`src/rtl/alu_arbiter.sv`:
```
// ---------------------------------------------------------------------------
// alu_arbiter
//
// Shares one external combinational ALU between two requesters. A three-state
// FSM (IDLE -> EXEC -> RESP) accepts one operation, presents the latched
// operands to the ALU, captures its result, and holds that result until the
// owning requester consumes it. Round-robin arbitration chooses between two
// simultaneous requesters.
//
// Ports
//   clk, rst                  rising-edge clock, synchronous active-high reset
//   req<n>_valid/_ready       request handshake per requester (n = 0, 1)
//   req<n>_op/_a/_b           opcode and operands per requester
//   resp<n>_valid/_ready      response handshake per requester
//   resp_result, resp_zero    registered ALU result and zero flag (shared)
//   alu_op, alu_in_a/_in_b    drive the shared ALU (from latched registers)
//   alu_result, alu_zero      returned by the shared ALU
// ---------------------------------------------------------------------------
module alu_arbiter #(
  parameter int XLEN = 32
) (
  input  logic            clk,
  input  logic            rst,

  input  logic            req0_valid,
  output logic            req0_ready,
  input  logic [3:0]      req0_op,
  input  logic [XLEN-1:0] req0_a,
  input  logic [XLEN-1:0] req0_b,

  input  logic            req1_valid,
  output logic            req1_ready,
  input  logic [3:0]      req1_op,
  input  logic [XLEN-1:0] req1_a,
  input  logic [XLEN-1:0] req1_b,

  output logic            resp0_valid,
  input  logic            resp0_ready,
  output logic            resp1_valid,
  input  logic            resp1_ready,
  output logic [XLEN-1:0] resp_result,
  output logic            resp_zero,

  output logic [3:0]      alu_op,
  output logic [XLEN-1:0] alu_in_a,
  output logic [XLEN-1:0] alu_in_b,
  input  logic [XLEN-1:0] alu_result,
  input  logic            alu_zero
);

  typedef enum logic [1:0] {
    IDLE = 2'd0,
    EXEC = 2'd1,
    RESP = 2'd2
  } state_t;

  state_t          state;
  logic            last_grant;  // ID of the most recently accepted requester
  logic            gnt_q;       // owner of the in-flight operation
  logic            rst_hold;    // high for the first cycle after reset
  logic [3:0]      op_q;
  logic [XLEN-1:0] a_q;
  logic [XLEN-1:0] b_q;

  logic            gnt_sel;     // arbitration winner this cycle
  logic            arb_open;    // FSM can accept a new operation
  logic            accept;

  // ALU is fed only from the latched registers so requester input changes
  // never reach it outside an accept.
  assign alu_op   = op_q;
  assign alu_in_a = a_q;
  assign alu_in_b = b_q;

  // Round-robin: a lone requester always wins; under contention the one that
  // did not win last time goes next.
  always_comb begin
    gnt_sel = 1'b0;
    if (req0_valid && req1_valid)
      gnt_sel = ~last_grant;
    else if (req1_valid)
      gnt_sel = 1'b1;
  end

  // Readies are gated by rst and by the post-reset cycle so nothing is
  // accepted while reset is asserted or in the cycle directly after it.
  always_comb begin
    arb_open   = (state == IDLE) && !rst && !rst_hold;
    req0_ready = arb_open && req0_valid && !gnt_sel;
    req1_ready = arb_open && req1_valid &&  gnt_sel;
    accept     = req0_ready || req1_ready;
  end

  always_ff @(posedge clk) begin
    if (rst) begin
      state       <= IDLE;
      last_grant  <= 1'b1;      // requester 0 wins the first contention
      gnt_q       <= 1'b0;
      rst_hold    <= 1'b1;
      op_q        <= '0;
      a_q         <= '0;
      b_q         <= '0;
      resp_result <= '0;
      resp_zero   <= 1'b0;
      resp0_valid <= 1'b0;
      resp1_valid <= 1'b0;
    end else begin
      rst_hold <= 1'b0;
      case (state)
        IDLE: begin
          if (accept) begin
            op_q       <= gnt_sel ? req1_op : req0_op;
            a_q        <= gnt_sel ? req1_a  : req0_a;
            b_q        <= gnt_sel ? req1_b  : req0_b;
            gnt_q      <= gnt_sel;
            last_grant <= gnt_sel;
            state      <= EXEC;
          end
        end
        EXEC: begin
          // ALU is combinational on op_q/a_q/b_q, settled by this edge.
          resp_result <= alu_result;
          resp_zero   <= alu_zero;
          resp0_valid <= !gnt_q;
          resp1_valid <=  gnt_q;
          state       <= RESP;
        end
        RESP: begin
          // Only the owner's ready releases the response; the other port's
          // ready is ignored.
          if (gnt_q ? resp1_ready : resp0_ready) begin
            resp0_valid <= 1'b0;
            resp1_valid <= 1'b0;
            state       <= IDLE;
          end
        end
        default: begin
          resp0_valid <= 1'b0;
          resp1_valid <= 1'b0;
          state       <= IDLE;
        end
      endcase
    end
  end

endmodule
```
`config.mk`:
```
export PLATFORM = sky130hd
export DESIGN_NAME = alu_arbiter
export DESIGN_NICKNAME = d
export VERILOG_FILES = /design/src/rtl/alu_arbiter.sv
export SDC_FILE = /design/constraint.sdc
export NUM_CORES = 1
export LEC_CHECK = 0
export ABC_CLOCK_PERIOD_IN_PS = 6100
export CORE_ASPECT_RATIO = 1.5
export CORE_MARGIN = 10
export CORE_UTILIZATION = 41
export DETAILED_ROUTE_END_ITERATION = 10
export HOLD_SLACK_MARGIN = 0.05
export MAX_ROUTING_LAYER = met4
export PLACE_DENSITY = 0.86
export SETUP_SLACK_MARGIN = 0.05
export SYNTH_ARGS = -nofsm -noshare
export SYNTH_HDL_FRONTEND = slang
export SYNTH_SLANG_ARGS = --single-unit
```
`constraint.sdc`:
```
create_clock -name clk -period 6.1 [get_ports clk]
set_clock_uncertainty 0.2 [all_clocks]
set_input_delay 1.22 -clock clk [delete_from_list [all_inputs] [get_ports clk]]
set_output_delay 1.22 -clock clk [all_outputs]
set_load 0.005 [all_outputs]
```
# Word-level counts from Yosys, hierarchy flattened
# Index checks and enable logic that the tools add are counted.
[op_classes]
n_reduce_logical = 16
bitwise = 2
n_eq_ne = 4
muxes = 13
[op_table]
columns = ["cell", "n"]
rows = [
  ["32-bit 2-to-1 mux", 2],
  ["1-bit logical AND", 7],
  ["1-bit one-hot mux with 3 select lines", 2],
  ["2-bit one-hot mux with 3 select lines", 1],
  ["2-bit AND reduction", 3],
  ["1-bit 2-to-1 mux", 5],
  ["1-bit zero test", 4],
  ["2-bit 2-to-1 mux", 2],
  ["4-bit 2-to-1 mux", 1],
  ["2-bit inequality test, second input constant", 2],
  ["2-bit by 1-bit equality test with 1-bit output, second input constant", 1],
  ["2-bit equality test, second input constant", 1],
  ["2-bit zero test", 1],
  ["1-bit inverter", 2],
  ["1-bit logical OR", 1],
]
[word_totals]
in_bits = 175
out_inout_bits = 105
regBits = 108
wordCells = 46

# Logic depth before layout (Yosys ltp)
[logic_depth]
word_depth = 8
mapped_depth = 6
depth_no_buf = 3

# Worst setup path before layout
# No wires, ideal clock.
[synth_timing]
kind = "input port to output port"
start = "input port req1_valid"
end = "output port req0_ready"
required_ps = 4680
arrival_ps = 2076
path_slack_ps = 2604
n_path_buf = 3
stages = 5
path_cell_list = "a21boi_1 -> clkbuf_1 -> buf_4 -> buf_2 -> nor2_1"
[synth_via]
elab_chain_len = 4
word_cells_on_any_way = 5
classes_between = "mux: 2; reduce/logical: 3"
[synth_lines]
columns = ["item", "line", "text"]
rows = [
  ["start, declared", "31", "input logic req1_valid,"],
  ["1-bit 2-to-1 mux or 1-bit logical AND (tied branches)", "81, 79", ""],
  ["1-bit 2-to-1 mux *", "79", "if (req0_valid && req1_valid)"],
  ["1-bit zero test *", "89", "req0_ready = arb_open && req0_valid && !gnt_sel;"],
  ["1-bit logical AND *", "89", ""],
  ["end, declared", "26", "output logic req0_ready,"],
]
# Mark *: on every way between the ends. The rest lies on a longest branch, timed or not.

# Worst setup path in the final report
# Ends and elaborated chain as after synthesis.

==> results.yml <==
outcome:
  run_status: "complete, no violations"
logic_synthesis:
  synth_top_area_share_pct: 44.91
  synthArstFlopShare_pct: 0
  synth_fp_nets: 650
  synth_mux_area_share_pct: 28.48
  synth_area_per_cell_um2: 10.14
  synth-simple-area-share_pct: 16.27
  ys_warn_count: 0
  synth_most_common_cell: "mux2i_1"
  synth_xor_area_share_pct: 0
  synth.area.top_cells: "dfxtp_1, mux2i_1, nand2b_1"
  yosys.area.top_type: "dfxtp_1"
  ys_top_cells_by_count: "mux2i_1, dfxtp_1, nand2_1"
  synth-compound-area-share_pct: 4.470
  synthCells: 475
  synth_seq_cells: 108
  synth_edf_count: 0
  synth_area_mm2: 0.004815
  synth_top_family_by_area: "multiplexers"
  seq_area_frac_synth_pct: 44.91
  synth_cell_types: 26
  synth_ff_type: "dfxtp_1"
  synth_fa_ha_area_share_pct: 0
drt:
  first_iter_violations: 141
  vias: 4349
  drtPass1Iterations: 4
  drcViolationCount: 0
  vias_per_cell: 4.898
  final_antenna_net_count: 0
  wl_mm: 16.68
  post_drt_wl_per_cell_um: 18.78
min_path:
  hold_path_startpoint: "resp_result[17]$_SDFFE_PP0N_"
  hold_depth: 2
  hold_end: "resp_result[17]$_SDFFE_PP0N_"
  hp-class: "reg2reg"
final_layout:
  area_growth_syn_to_layout_pct: 64.68
  final_nets: 908
  diodes: 0
  drive_above_1_share_pct: 3.252
timing:
  setup_viol: 0
  hold_violations: 0
  layout_setup_ws_ns: 1.758
  period_share_pct: 71.18
  tns_ns: 0
  fmax_mhz: 230.3
  drv_slew: 0
  rsz0062_at_grt: "false"
  finalCriticalPeriod_ns: 4.342
  worst-slew-pin-transition_ns: 1.230
  max-slew-margin-rel_pct: 17.66
pwr:
  leakagePower_uw: 0.002888
  vdd_drop_max_mv: 0.1484
  p_per_area_mw_per_mm2: 236.1
clocking:
  ctsHoldBuffers: 0
  postCtsSetupBuffers: 0
  path_clk_slew_ns: 0.08
  h-tree-depth: 3
  ctsResizeCount: 0
  cts-root-buf: "clkbuf_16"
  cts_tree: "built"
  clk_latency_ns: 0.34
  cts.sinks: 108
  clockBufferDepth: 2
  cts_made_buffers: 9
die:
  start_util_pct: 41.75
  dieArea_mm2: 0.01657
  die_x_um: 108.5
  die_h_um: 152.7
  io_pins: 280
  rows: 48
  core_mm2: 0.01153
global_routing:
  grt_pass1_wl_mm: 25.32
  antenna_found_initial: 0
  grt_pass1_vias: 4708
  gr-total-overflow: 0
  grt_max_degree: 108
  grtUsageTotal_pct: 19.94
critical_path:
  worstSetupEndpointType: "output port"
  r2r_slack_ns: 3.21
  critPathKind: "in2out"
  r2r_start: "state[0]$_SDFFE_PP0P_"
  arrival_ns: 2.92
  startpoint: "req1_valid"
  required_ns: 4.68
  reg2reg_depth: 4
  crit_path_start_kind: "input pin"
  cp_max_fo: 14
  timing.rr.end: "alu_in_a[13]$_SDFFE_PP0P_"
flow_run:
  maxCapViolations: 0
placement:
  post-place-ws_ns: 1.746
  place_congestion: 0.8350
  port_buffers: 279
  dp_hpwl_mm: 13.23
-- worst max path at each step --
stage	end	slack (ns)	cells after the start
after floorplan	req0_ready	2.60	5
after global placement	req0_ready	1.79	4
after detailed placement	req0_ready	1.75	4
after CTS	req0_ready	1.74	4
after global routing	req0_ready	1.67	4
final	req0_ready	1.76	4
-- power breakdown --
group          leakage, uW  internal [uW]  switching [uW]
Clock             0.000177            446             266
Sequential        0.000885            755            27.9
Combinational      0.00183            244             133
Total              0.00289           1450             427
-- critical path, cell delays in order --
cell and delay [ns]:
clkdlybuf4s50_1 0.52, a21boi_4 0.58, nor2_1 0.12, clkdlybuf4s50_1 0.48
-- per-stage QoR --
step	instances	power, uW	hold slack (ns)	util [%]	instance area (um^2)
after floorplan	475	942.8	0.2527	-	4815
after global placement	872	1169	0.2416	65.55	7559
after detailed placement	872	1180	0.2472	65.55	7559
after CTS	888	1891	0.2576	68.76	7929
after global routing	888	1946	0.2679	68.76	7929
final	888	1872	0.2588	68.76	7929
-- sequential cells by signal, indices dropped and copies added (netlist names), 2 cells and up --
| name | flops |
|---|---|
| alu_in_a | 32 |
| alu_in_b | 32 |
| alu_op | 4 |
| resp_result | 32 |
| state | 2 |
-- cells by family (layout without fill, tap and decap cells) --
| kind of cell | Yosys count | in the layout |
|---|---|---|
| AOI/OAI and AO/OA | 41 | 41 |
| buffers and inverters | 38 | 301 |
| muxes | 137 | 137 |
| and+or+nand+nor | 151 | 151 |
| DFF | 108 | 108 |
-- layout by cell type, fill, tap and decap left out --
cell type	n
nand3b_1	1
nor3b_1	1
o32ai_1	1
clkinvlp_4	1
nor2_1	3
a211o_1	1
o21ai_0	2
inv_1	2
a21oi_1	36
bufinv_16	4
mux2i_1	137
nand2b_1	68
buf_4	4
dfxtp_1	108
nor2_8	1
nand3_1	2
clkdlybuf4s50_1	278
nand2_1	69
or2b_1	1
inv_6	2
or4_1	1
buf_2	1
a21boi_4	1
and2b_1	2
clkbuf_16	9
nor4_1	1
nor2b_2	1
-- cell type report --
| class | count | area, um^2 |
|---|---|---|
| multi-input combinational | 329 | 2384 |
| sequential | 108 | 2162 |
| tap | 150 | 187.7 |
| timing repair buffer | 283 | 2818 |
| inverter | 2 | 7.507 |
| clock buffer | 9 | 225.2 |
| clock inverter | 7 | 145.1 |
| fill | 901 | 3602 |
-- routing by layer --
layer | vias to the layer above | GRT usage [%] | share of wire [%] | wire (um)
met3 | 32 | 4.488 | 6.2 | 1041
met1 | 2027 | 19.93 | 36 | 6062
li1 | 2112 | - | - | -
met4 | 0 | 9.074 | 3.1 | 518
met5 | - | - | 0 | 0
met2 | 178 | 35.44 | 54 | 9058
No activity file was read; power rests on OpenSTA's default activity.
